**src/rtl/frame_feeder.sv**
```systemverilog
// frame_feeder: streams 2^FRAME_LEN_W-sample frames from a prefetching FIFO into an FFT input port.
// Optional feature: define FRAME_FEEDER_FRAME_CNT_EN to add the 16-bit frame_cnt output.
module frame_feeder #(
    parameter int unsigned DATA_WIDTH  = 16,
    parameter int unsigned FRAME_LEN_W = 10
) (
    input  logic                    clk,
    input  logic                    rst,
    input  logic                    enable,
    input  logic                    fifo_rd_vld,
    input  logic [DATA_WIDTH-1:0]   fifo_rd_data,
    output logic                    fifo_rd_en,
    output logic [2*DATA_WIDTH-1:0] m_data,
    output logic                    m_valid,
    input  logic                    m_ready,
    output logic                    m_sof,
    output logic                    m_last,
    output logic                    busy
`ifdef FRAME_FEEDER_FRAME_CNT_EN
    ,
    output logic [15:0]             frame_cnt
`endif
);

    typedef enum logic [1:0] {IDLE, STREAM, DRAIN} state_e;

    localparam logic [FRAME_LEN_W-1:0] CNT_MAX = '1;

    state_e                  state_q;
    logic [FRAME_LEN_W-1:0]  cnt_q;
    logic [2*DATA_WIDTH-1:0] data_q;
    logic                    valid_q;
    logic                    sof_q;
    logic                    last_q;
    logic                    pop;
    logic                    hs;

    // Pop only when the output register is empty or being drained this cycle.
    assign pop = fifo_rd_vld & (state_q == STREAM) & (~valid_q | m_ready);
    assign hs  = valid_q & m_ready;

    always_ff @(posedge clk or posedge rst) begin
        if (rst) begin
            state_q <= IDLE;
            cnt_q   <= '0;
            data_q  <= '0;
            valid_q <= 1'b0;
            sof_q   <= 1'b0;
            last_q  <= 1'b0;
        end else begin
            if (pop) begin
                data_q  <= {{DATA_WIDTH{1'b0}}, fifo_rd_data};
                valid_q <= 1'b1;
                sof_q   <= (cnt_q == '0);
                last_q  <= (cnt_q == CNT_MAX);
                cnt_q   <= cnt_q + 1'b1;
            end else if (hs) begin
                valid_q <= 1'b0;
                sof_q   <= 1'b0;
                last_q  <= 1'b0;
            end

            case (state_q)
                IDLE: begin
                    if (enable) begin
                        state_q <= STREAM;
                        cnt_q   <= '0;
                    end
                end
                STREAM: begin
                    if (pop && (cnt_q == CNT_MAX)) begin
                        state_q <= DRAIN;
                    end
                end
                DRAIN: begin
                    if (hs && last_q) begin
                        state_q <= IDLE;
                    end
                end
                default: state_q <= IDLE;
            endcase
        end
    end

    assign fifo_rd_en = pop;
    assign m_data     = data_q;
    assign m_valid    = valid_q;
    assign m_sof      = sof_q;
    assign m_last     = last_q;
    assign busy       = (state_q != IDLE);

`ifdef FRAME_FEEDER_FRAME_CNT_EN
    logic [15:0] frame_cnt_q;

    always_ff @(posedge clk or posedge rst) begin
        if (rst) begin
            frame_cnt_q <= '0;
        end else if (hs && last_q) begin
            frame_cnt_q <= frame_cnt_q + 16'd1;
        end
    end

    assign frame_cnt = frame_cnt_q;
`endif

endmodule

```
**config.mk**
```make
export PLATFORM = sky130hd
export DESIGN_NAME = frame_feeder
export DESIGN_NICKNAME = d
export VERILOG_FILES = /design/src/rtl/frame_feeder.sv
export SDC_FILE = /design/constraint.sdc
export NUM_CORES = 1
export LEC_CHECK = 0
export BUFFER_PORTS_ARGS = -buffer_cell sky130_fd_sc_hd__buf_4
export CAP_MARGIN = 20
export CELL_PAD_IN_SITES_DETAIL_PLACEMENT = 0
export CELL_PAD_IN_SITES_GLOBAL_PLACEMENT = 1
export CORE_AREA = 2 2 73 68
export DETAILED_ROUTE_END_ITERATION = 10
export DIE_AREA = 0 0 75 70
export PLACE_DENSITY = 0.75
export SLEW_MARGIN = 30
export SYNTH_ARGS = -nofsm -noshare
export SYNTH_HDL_FRONTEND = slang
export SYNTH_SLANG_ARGS = --single-unit
```
**constraint.sdc**
```tcl
create_clock -name clk -period 2.1 [get_ports clk]
set_input_delay 0.21 -clock clk [delete_from_list [all_inputs] [get_ports clk]]
set_output_delay 0.21 -clock clk [all_outputs]
set_load 0.02 [all_outputs]
```
==> impl_metrics.tcl, run 1 <==
set metrics [dict create \
    avgSynthCellArea_um2 9.07 \
    die_y_um 70 \
    hold_path.class "in -> async" \
    ys_ff_latch 31 \
    gr-total-overflow 0 \
    clock_path_buffers 2 \
    rsz0062_at_grt "no" \
    die_w_um 75 \
    startpoint_type "flop" \
    vias_per_cell 4.29 \
    antenna_left 0 \
    post-route-period-util_pct 89.5 \
    drv_cap 0 \
    wl_per_cell_um 11.0 \
    htreeDepth 2 \
    fill_cells 480 \
    dpl_cell_area_mm2 0.00184 \
    hold_viol 0 \
    initial_utilization_pct 33.0 \
    synth_area_mm2 0.00151 \
    grtUsageTotal_pct 12.8 \
    drtIter0Drc 45 \
    die_area_mm2 0.00525 \
    grt_pass1_wl_um 5120 \
    powerDensity_mw_per_mm2 881 \
    seq_area_frac_synth_pct 51.2 \
    clkSinkCount 31 \
    root_buffer "clkbuf_8" \
    max_freq_ghz 0.532 \
    dr.pass1.iters 4 \
    grt_pass1_vias 1142 \
    synth-warning-count 0 \
    pin_count 58 \
    arrival_ns 1.67 \
    finClkSkew_ns 0.00904 \
    num_antenna_cells 0 \
    cp_max_fo 20 \
    finalWirelength_um 3020 \
    p_total_mw 1.70 \
    p_leak_nw 1.00 \
    cts_tree "yes" \
    drive_gt1_share_pct 27.0 \
    final_area_mm2 0.00193 \
    worst_setup_path_end_kind "primary output" \
    hpwl_um 2180 \
    syn_to_final_growth_pct 27.2 \
    drc 0 \
    clkLatencyLatePin_ns 0.28 \
    tns_ns 0 \
    fin_nets 234 \
    setup_violations 0 \
    num_vias 1185 \
    grt_antenna_before_repair 0 \
    core_area_mm2 0.00459 \
    slew_viol_final 0 \
    place.gp.congestion 0.844 \
    path_clk_slew_ns 0.06 \
    port-buffer-count 41 \
    synth_cells 167 \
    path_class "reg -> out" \
    vdd_drop_max_uv 315 \
    synth.distinct_cells 30 \
    placementRows 24 \
    outcome "completed" \
    cts_made_buffers 5 \
    grt_max_degree 32 \
    required_ns 1.89 \
    period_needed_ns 1.88 \
]
-- cell families after synthesis --
| logic type | after synthesis | share of synthesized area, % |
|---|---|---|
| AND/OR/NAND/NOR | 86 | 26.7 |
| flip-flops | 31 | 51.2 |
| buffers and inverters | 30 | 11.7 |
| AO/OA/AOI/OAI | 11 | 4.96 |
| XOR/XNOR | 5 | 2.89 |
| adder cells (fa/ha/maj) | 2 | 1.65 |
| other | 1 | 0.248 |
| multiplexers | 1 | 0.661 |
-- worst paths after layout --
check | from | to | slack (ns) | cells past startpoint
worst max-delay path | state_q[1] | fifo_rd_en | 0.22 | 5
worst min-delay path | rst | m_data[4] | 0.01 | 3
worst max register to register | m_valid | cnt_q[9] | 0.43 | 4
worst min register to register | m_data[7] | m_data[7] | 0.47 | 2
max in group asynchronous | rst | m_data[7] | 1.79 | 3
min in group clk | fifo_rd_data[0] | m_data[0] | 0.12 | 3
-- cell usage in the layout (no fill, tap or decap), types with 3 or more instances in the layout --
cell type	n
buf_4	44
clkbuf_8	6
conb_1	16
dfrtp_1	31
inv_1	8
nand2_1	56
nand3_1	5
nor2_1	8
nor3_1	3
o31ai_1	3
xnor2_1	5
-- synth_stat cells (all sizes together) --
cell    count  area [um2]
nand2      56         210
dfrtp      31         776
buf        19         135
inv         8        30.0
nor2        8        30.0
nand3       5        25.0
xnor2       5        43.8
clkbuf      3        11.3
nor3        3        15.0
nor4        3        25.0
o31ai       3        22.5
a21oi       2        10.0
a31o        2        17.5
ha          2        25.0
nand4       2        12.5
nor4b       2        17.5
o211ai      2        15.0
o21ai       2        10.0
and2        1        6.26
and4        1        8.76
conb        1        3.75
mux2i       1        10.0
nand3b      1        20.0
nor2b       1        8.76
or2         1        6.26
or3b        1        11.3
or4         1        7.51
-- timing repair --
action,4_1_cts,5_1_grt
setup buffers,0,0
gates resized for setup,0,1
hold buffers,0,0
endpoints found under the setup margin,0,1
-- flip-flops by register name (all words and copies together) (netlist names) --
signal   count
m_sof        1
m_last       1
m_valid      1
cnt_q       10
m_data      16
state_q      2
-- critical path, stage by stage, from the launching register on --
cell and delay (ns):
dfrtp_1 0.41, nand3b_4 0.20, or2_4 0.31, inv_1 0.06
buf_4 0.23, buf_4 0.18
-- power breakdown --
part           switching, mW  leakage, nW  internal (mW)
Combinational          0.242        0.563          0.189
Sequential             0.100        0.390          0.697
Clock                  0.211       0.0470          0.257
-- through the flow --
step / hold WS (ns) / worst slack [ns] / utilization [%] / instances
2_1_floorplan: 0.306 / 0.426 / - / 182
4_1_cts: 0.0247 / 0.127 / 41.9 / 276
3_3_place_gp: 0.318 / 0.471 / 40.0 / 269
6_report: 0.0132 / 0.221 / 41.9 / 276
3_5_place_dp: 0.328 / 0.432 / 40.0 / 269
5_1_grt: 0.0521 / 0.0928 / 41.9 / 276
-- routing by layer --
metal	routed length [um]	up-vias	global-route usage, %
met5	0	-	0
met4	39	0	5.36
met3	188	5	4.33
met2	1350	38	18.1
met1	1450	551	17.7
li1	-	591	-
-- area by class of cell --
class	instances	area (um2)	share of cell area (%)
clock buffers	6	82.6	4.29
clock inverters	1	5.00	0.260
multi-input cells	121	621	32.2
flip-flops and latches	31	776	40.3
repair buffers	44	330	17.2
inverters	8	30.0	1.56
well taps	65	81.3	4.22
Power figures use the tool's default switching activity.
==> run 2: changes to the inputs <==
--- a/config.mk
+++ b/config.mk
@@ -10,9 +10,12 @@
 export CELL_PAD_IN_SITES_DETAIL_PLACEMENT = 0
 export CELL_PAD_IN_SITES_GLOBAL_PLACEMENT = 1
 export CORE_AREA = 2 2 73 68
+export CTS_CLUSTER_DIAMETER = 30
 export DETAILED_ROUTE_END_ITERATION = 10
 export DIE_AREA = 0 0 75 70
+export GPL_TIMING_DRIVEN = 0
 export PLACE_DENSITY = 0.75
+export SETUP_SLACK_MARGIN = 0.3
 export SLEW_MARGIN = 30
 export SYNTH_ARGS = -nofsm -noshare
 export SYNTH_HDL_FRONTEND = slang
==> impl_metrics.tcl, run 2 (synthesis gave the netlist of run 1 again) <==
set metrics [dict create \
    outcome "completed" \
    hpwl_um 2250 \
    cp_max_fo 6 \
    initial_utilization_pct 33.0 \
    post-route-period-util_pct 82.7 \
    die_area_mm2 0.00525 \
    critPathMaxStageDelay_ns 0.38 \
    clock_path_buffers 2 \
    slew_viol_final 0 \
    tns_ns 0 \
    hold_buffers 0 \
    dpl_cell_area_mm2 0.00196 \
    clock_power_share_pct 32.6 \
    hold_path.class "in -> async" \
    period_needed_ns 1.74 \
    final_area_mm2 0.00213 \
    dr.pass1.iters 4 \
    finalWirelength_um 3170 \
    largest_reg_flops 16 \
    clkLatencyLatePin_ns 0.28 \
    swShare_pct 30.7 \
    setup_slack_ns 0.364 \
    dp_slack_ns 0.393 \
    grt_pass1_wl_um 5390 \
    hold_viol 0 \
    path_clk_slew_ns 0.07 \
    finish.utilization_pct 46.4 \
    combPwrFrac_pct 24.7 \
    ff2ff_path_depth 5 \
    grt_pass1_vias 1203 \
    drtIter0Drc 45 \
    layout_common_cells "buf_4 (63), nand2_1 (56), dfrtp_1 (31), conb_1 (16), nor2_1 (8)" \
    power_switching_uw 573 \
    relSlewSlack_pct 57.7 \
    seqPwrFrac_pct 42.7 \
    clkSinkCount 31 \
    cp_slowest_cell "dfrtp_1" \
    core_area_mm2 0.00459 \
    placementRows 24 \
    rsz0062_at_grt "no" \
    max_freq_ghz 0.576 \
    num_vias 1258 \
    cts_tree "yes" \
    worst_pin_slew_ns 0.634 \
    dp.cells 288 \
    htreeDepth 2 \
    startpoint_type "flop" \
    layoutNonFillerInstCount 302 \
    antenna_left 0 \
    worst_setup_path_end_kind "primary output" \
    vias_per_cell 4.17 \
    grtUsageTotal_pct 13.5 \
    drive_gt1_share_pct 34.6 \
    gr-total-overflow 0 \
    drc 0 \
    setup_violations 0 \
    syn_to_final_growth_pct 40.8 \
    vdd_drop_max_uv 551 \
    root_buffer "clkbuf_8" \
    port-buffer-count 41 \
    drv_cap 0 \
    p_leak_nw 1.13 \
    grt_max_degree 32 \
    fin_nets 259 \
    num_antenna_cells 0 \
    finClkSkew_ns 0.00598 \
    final_common_cell "buf_4" \
    wl_per_cell_um 10.5 \
    pin_count 58 \
    hold_slack_ns 0.0103 \
    die_y_um 70 \
    required_ns 1.89 \
    grt_antenna_before_repair 0 \
    path_class "reg -> out" \
    p_total_mw 1.87 \
    crit_chain "nor2b_2, or2_1, clkbuf_4, inv_2, buf_6, buf_4" \
    place.gp.congestion 0.754 \
    powerDensity_mw_per_mm2 876 \
    die_w_um 75 \
    p_int_mw 1.30 \
    arrival_ns 1.53 \
    cts_made_buffers 5 \
]
## run 2: cell type report
class,instances,area (um2)
sequential,31,776
clock inverter,2,35.0
multi-input combinational,121,618
buffer,22,156
timing repair buffer,47,353
fill,473,2460
clock buffer,6,82.6
tap,65,81.3
inverter,8,30.0
## run 2: final timing paths
kind / endpoint / from / slack (ns)
min in group clk: m_data[15] / fifo_rd_data[15] / 0.11
max in group asynchronous: m_data[7] / rst / 1.66
hold reg to reg: m_data[1] / m_data[1] / 0.48
setup reg to reg: cnt_q[9] / state_q[1] / 0.40
hold / removal: m_data[13] / rst / 0.01
setup / recovery: fifo_rd_en / m_valid / 0.36
## run 2: power groups by stage
stage,logic (mW),clock network (mW),registers (mW)
5_1_grt,0.515,0.650,0.818
4_1_cts,0.466,0.621,0.797
6_report,0.462,0.608,0.798
2_1_floorplan,0.244,0,0.848
3_5_place_dp,0.456,0,0.806
3_3_place_gp,0.450,0,0.805
## run 2: repair_timing
item	in CTS	in global routing
endpoints found under the setup margin	1	1
gates resized for setup	4	1
buffers inserted	3	3
## run 2: critical path: cells and delay by family, from the launching register on
family,cells,cell delay (ns)
buffers and inverters,4,0.47
flip-flops,1,0.38
AND/OR/NAND/NOR,2,0.40
## run 2: per-layer routing
metal | global-route usage [%] | share of wire, % | vias to the layer above
met4 | 4.17 | 0.72 | 0
met3 | 5.05 | 6.9 | 3
met5 | 0 | 0 | -
met2 | 20.7 | 45 | 43
li1 | - | - | 640
met1 | 17.7 | 47 | 572
==> run 3: changes to the inputs <==
--- a/config.mk
+++ b/config.mk
@@ -5,16 +5,17 @@
 export SDC_FILE = /design/constraint.sdc
 export NUM_CORES = 1
 export LEC_CHECK = 0
+export ABC_AREA = 1
 export BUFFER_PORTS_ARGS = -buffer_cell sky130_fd_sc_hd__buf_4
 export CAP_MARGIN = 20
 export CELL_PAD_IN_SITES_DETAIL_PLACEMENT = 0
 export CELL_PAD_IN_SITES_GLOBAL_PLACEMENT = 1
-export CORE_AREA = 2 2 73 68
+export CORE_AREA = 2 2 75 70
 export CTS_CLUSTER_DIAMETER = 30
 export DETAILED_ROUTE_END_ITERATION = 10
-export DIE_AREA = 0 0 75 70
+export DIE_AREA = 0 0 77 72
 export GPL_TIMING_DRIVEN = 0
-export PLACE_DENSITY = 0.75
+export PLACE_DENSITY = 0.76
 export SETUP_SLACK_MARGIN = 0.3
 export SLEW_MARGIN = 30
 export SYNTH_ARGS = -nofsm -noshare
==> constraint.sdc (replaced) <==
create_clock -name clk -period 1.6 [get_ports clk]
set_input_delay 0.16 -clock clk [delete_from_list [all_inputs] [get_ports clk]]
set_output_delay 0.16 -clock clk [all_outputs]
set_load 0.02 [all_outputs]
==> impl_metrics.tcl, run 3 <==
set metrics [dict create \
    clock_path_buffers 2 \
    post-route-period-util_pct 83.4 \
    synth-warning-count 0 \
    drive_gt1_share_pct 40.8 \
    path_clk_slew_ns 0.06 \
    cp_max_fo 6 \
    tns_ns 0 \
    root_buffer "clkbuf_8" \
    dr.pass1.iters 4 \
    relSlewSlack_pct 55.5 \
    synth_flop_cell "dfrtp_1" \
    drv_cap 0 \
    grt_antenna_before_repair 0 \
    synth_top_area_share_pct 48.0 \
    synth_top_family_by_area "simple AND/OR/NAND/NOR gates" \
    synth_area_mm2 0.00162 \
    grt_pass1_wl_um 5770 \
    hold_viol 31 \
    post-synth-top-count-cell "nand2_1" \
    hold_slack_ns -0.0120 \
    num_vias 1347 \
    multi_input_area_um2 693 \
    timing.rr.end "m_data[3]" \
    path_buf_inv 3 \
    p_int_mw 1.62 \
    cp_slowest_cell "dfrtp_1" \
    max_freq_ghz 0.750 \
    clkSinkCount 31 \
    antenna_left 0 \
    synth_area_leaders "dfrtp_1 (48%), nand2_1 (15%), buf_4 (7.9%), nand2_2 (5.0%), nor2_1 (3.9%)" \
    startpoint "state_q[1]" \
    wl_per_cell_um 10.6 \
    avgSynthCellArea_um2 8.42 \
    synth_mux_area_share_pct 0 \
    largest_reg_flops 16 \
    slew_viol_final 0 \
    required_ns 1.77 \
    synthArstFlopShare_pct 100 \
    ff2ff_setup_slack_ns 0.27 \
    ff2ff_path_depth 7 \
    fill_cells 504 \
    worst_setup_path_end_kind "flop" \
    pin_count 58 \
    synth_compound_area_share_pct 4.10 \
    syn_to_final_growth_pct 43.0 \
    synth_edf_count 0 \
    seqPwrFrac_pct 42.5 \
    period_needed_ns 1.33 \
    vias_per_cell 4.06 \
    synth_cells 192 \
    rsz0062_at_grt "yes" \
    power_switching_uw 859 \
    place.gp.congestion 0.733 \
    synth_common_cells "nand2_1 (63), dfrtp_1 (31), buf_4 (17), nor2_1 (17), inv_1 (14)" \
    synthXorXnorAreaFrac_pct 0 \
    layout_common_cells "buf_4 (65), nand2_1 (62), dfrtp_1 (30), conb_1 (16), nor2_1 (15)" \
    p_leak_nw 1.29 \
    hold_buffers 0 \
    die_area_mm2 0.00554 \
    seq_area_um2 777 \
    finalWirelength_um 3530 \
    final_common_cell "buf_4" \
    critPathMaxStageDelay_ns 0.38 \
    seq_area_frac_synth_pct 48.0 \
    grt_pass1_vias 1259 \
    path_class "reg -> reg" \
    outcome "finished, violations left" \
    drtIter0Drc 51 \
    port-buffer-count 41 \
    path_depth 7 \
    hold_path.class "in -> async" \
    finClkSkew_ns 0.00268 \
    die_w_um 77 \
    placementRows 24 \
    grt_max_degree 32 \
    initial_utilization_pct 34.1 \
    p_total_mw 2.48 \
    grtUsageTotal_pct 12.9 \
    core_area_mm2 0.00474 \
    synthAdderAreaFrac_pct 1.55 \
    hpwl_um 2460 \
    htreeDepth 2 \
    synth.distinct_cells 25 \
    drc 0 \
    clkLatencyLatePin_ns 0.27 \
    powerDensity_mw_per_mm2 1080 \
    synth_largest_area_cell "dfrtp_1" \
    startpoint_type "flop" \
    cp_top_family "buffers and inverters" \
    fin_nets 289 \
    crit_chain "buf_4, nor2_4, nand3_4, buf_8, clkbuf_16, nand2_2, nand2_1" \
    arrival_ns 1.50 \
    synthSimpleGateAreaFrac_pct 32.1 \
    gr-total-overflow 0 \
    clock_power_share_pct 23.7 \
    rr_startpoint "state_q[1]" \
    die_y_um 72 \
    crit_path_end "m_data[3]" \
    num_antenna_cells 0 \
    worst_pin_slew_ns 0.666 \
    setup_violations 0 \
    violations "hold timing" \
    cts_made_buffers 5 \
    swShare_pct 34.6 \
    combPwrFrac_pct 33.8 \
    ys_ff_latch 31 \
    cts_tree "yes" \
    vdd_drop_max_uv 712 \
]
==> run 3: changes by cell type after synthesis, moves of 3 or more <==
cell and change:
nand2_2 +13, nor2_1 +9, nand2_1 +7, inv_1 +6, xnor2_1 -5, a21oi_1 +4, buf_6 +3, clkbuf_1 -3
o31ai_1 -3
==> run 3: timing repair <==
item                       4_1_cts  5_1_grt
gates cloned                     0        2
pin swaps                        2        2
resized for setup                3       11
setup endpoints to repair        2       25
setup buffers                    5        4
==> run 3: cell type report <==
type                    instances  share of cell area [%]
clock buffers                   7                    3.30
repair buffers                 52                    18.6
clock inverters                 1                   0.217
plain buffers                  21                    8.18
multi-input cells             139                    30.0
inverters                      16                    2.60
flip-flops and latches         31                    33.6
well taps                      65                    3.52
==> run 3: stage by stage <==
| stage | setup WS (ns) | hold slack (ns) | cells | utilization (%) | instance area (um2) |
|---|---|---|---|---|---|
| after global placement | 0.271 | 0.353 | 313 | 43.5 | 2060 |
| after CTS | 0.253 | 0.0113 | 326 | 46.2 | 2190 |
| after detailed placement | 0.296 | 0.311 | 313 | 43.5 | 2060 |
| final | 0.266 | -0.0120 | 332 | 48.7 | 2310 |
| after floorplan | 0.376 | 0.264 | 207 | - | 1670 |
| after global routing | 0.193 | 0.0275 | 332 | 48.7 | 2310 |
==> run 3: routing by layer <==
layer | up-vias | global-route usage, % | routed length, um
met1 | 598 | 17.7 | 1730
met4 | 0 | 2.98 | 23
met2 | 36 | 20.1 | 1560
met3 | 5 | 3.98 | 221
met5 | - | 0 | 0
li1 | 708 | - | -
==> run 3: worst min-delay path by stage <==
stage / startpoint / end / slack, ns / depth (start not counted)
detailed placement: rst / m_data[2] / 0.31 / 2
global placement: fifo_rd_data[6] / m_data[6] / 0.35 / 3
global route: rst / m_data[12] / 0.03 / 2
finish: rst / m_data[12] / -0.01 / 2
CTS: rst / m_data[12] / 0.01 / 2
floorplan: rst / cnt_q[0] / 0.26 / 1
==> run 3: power by group through the flow <==
| stage | combinational, mW | clock [mW] | sequential (mW) |
|---|---|---|---|
| floorplan | 0.381 | 0 | 1.15 |
| global placement | 0.721 | 0 | 1.07 |
| detailed placement | 0.733 | 0 | 1.07 |
| CTS | 0.757 | 0.603 | 1.06 |
| global route | 0.929 | 0.652 | 1.08 |
| finish | 0.839 | 0.589 | 1.06 |
==> run 3: cell families (layout without fill, tap and decap cells) <==
| group | count (synthesis) | after routing |
|---|---|---|
| AOI/OAI and AO/OA | 11 | 11 |
| adders and majority gates | 2 | 2 |
| buffers and inverters | 37 | 97 |
| DFF | 31 | 31 |
| other | 1 | 16 |
| and+or+nand+nor | 110 | 110 |
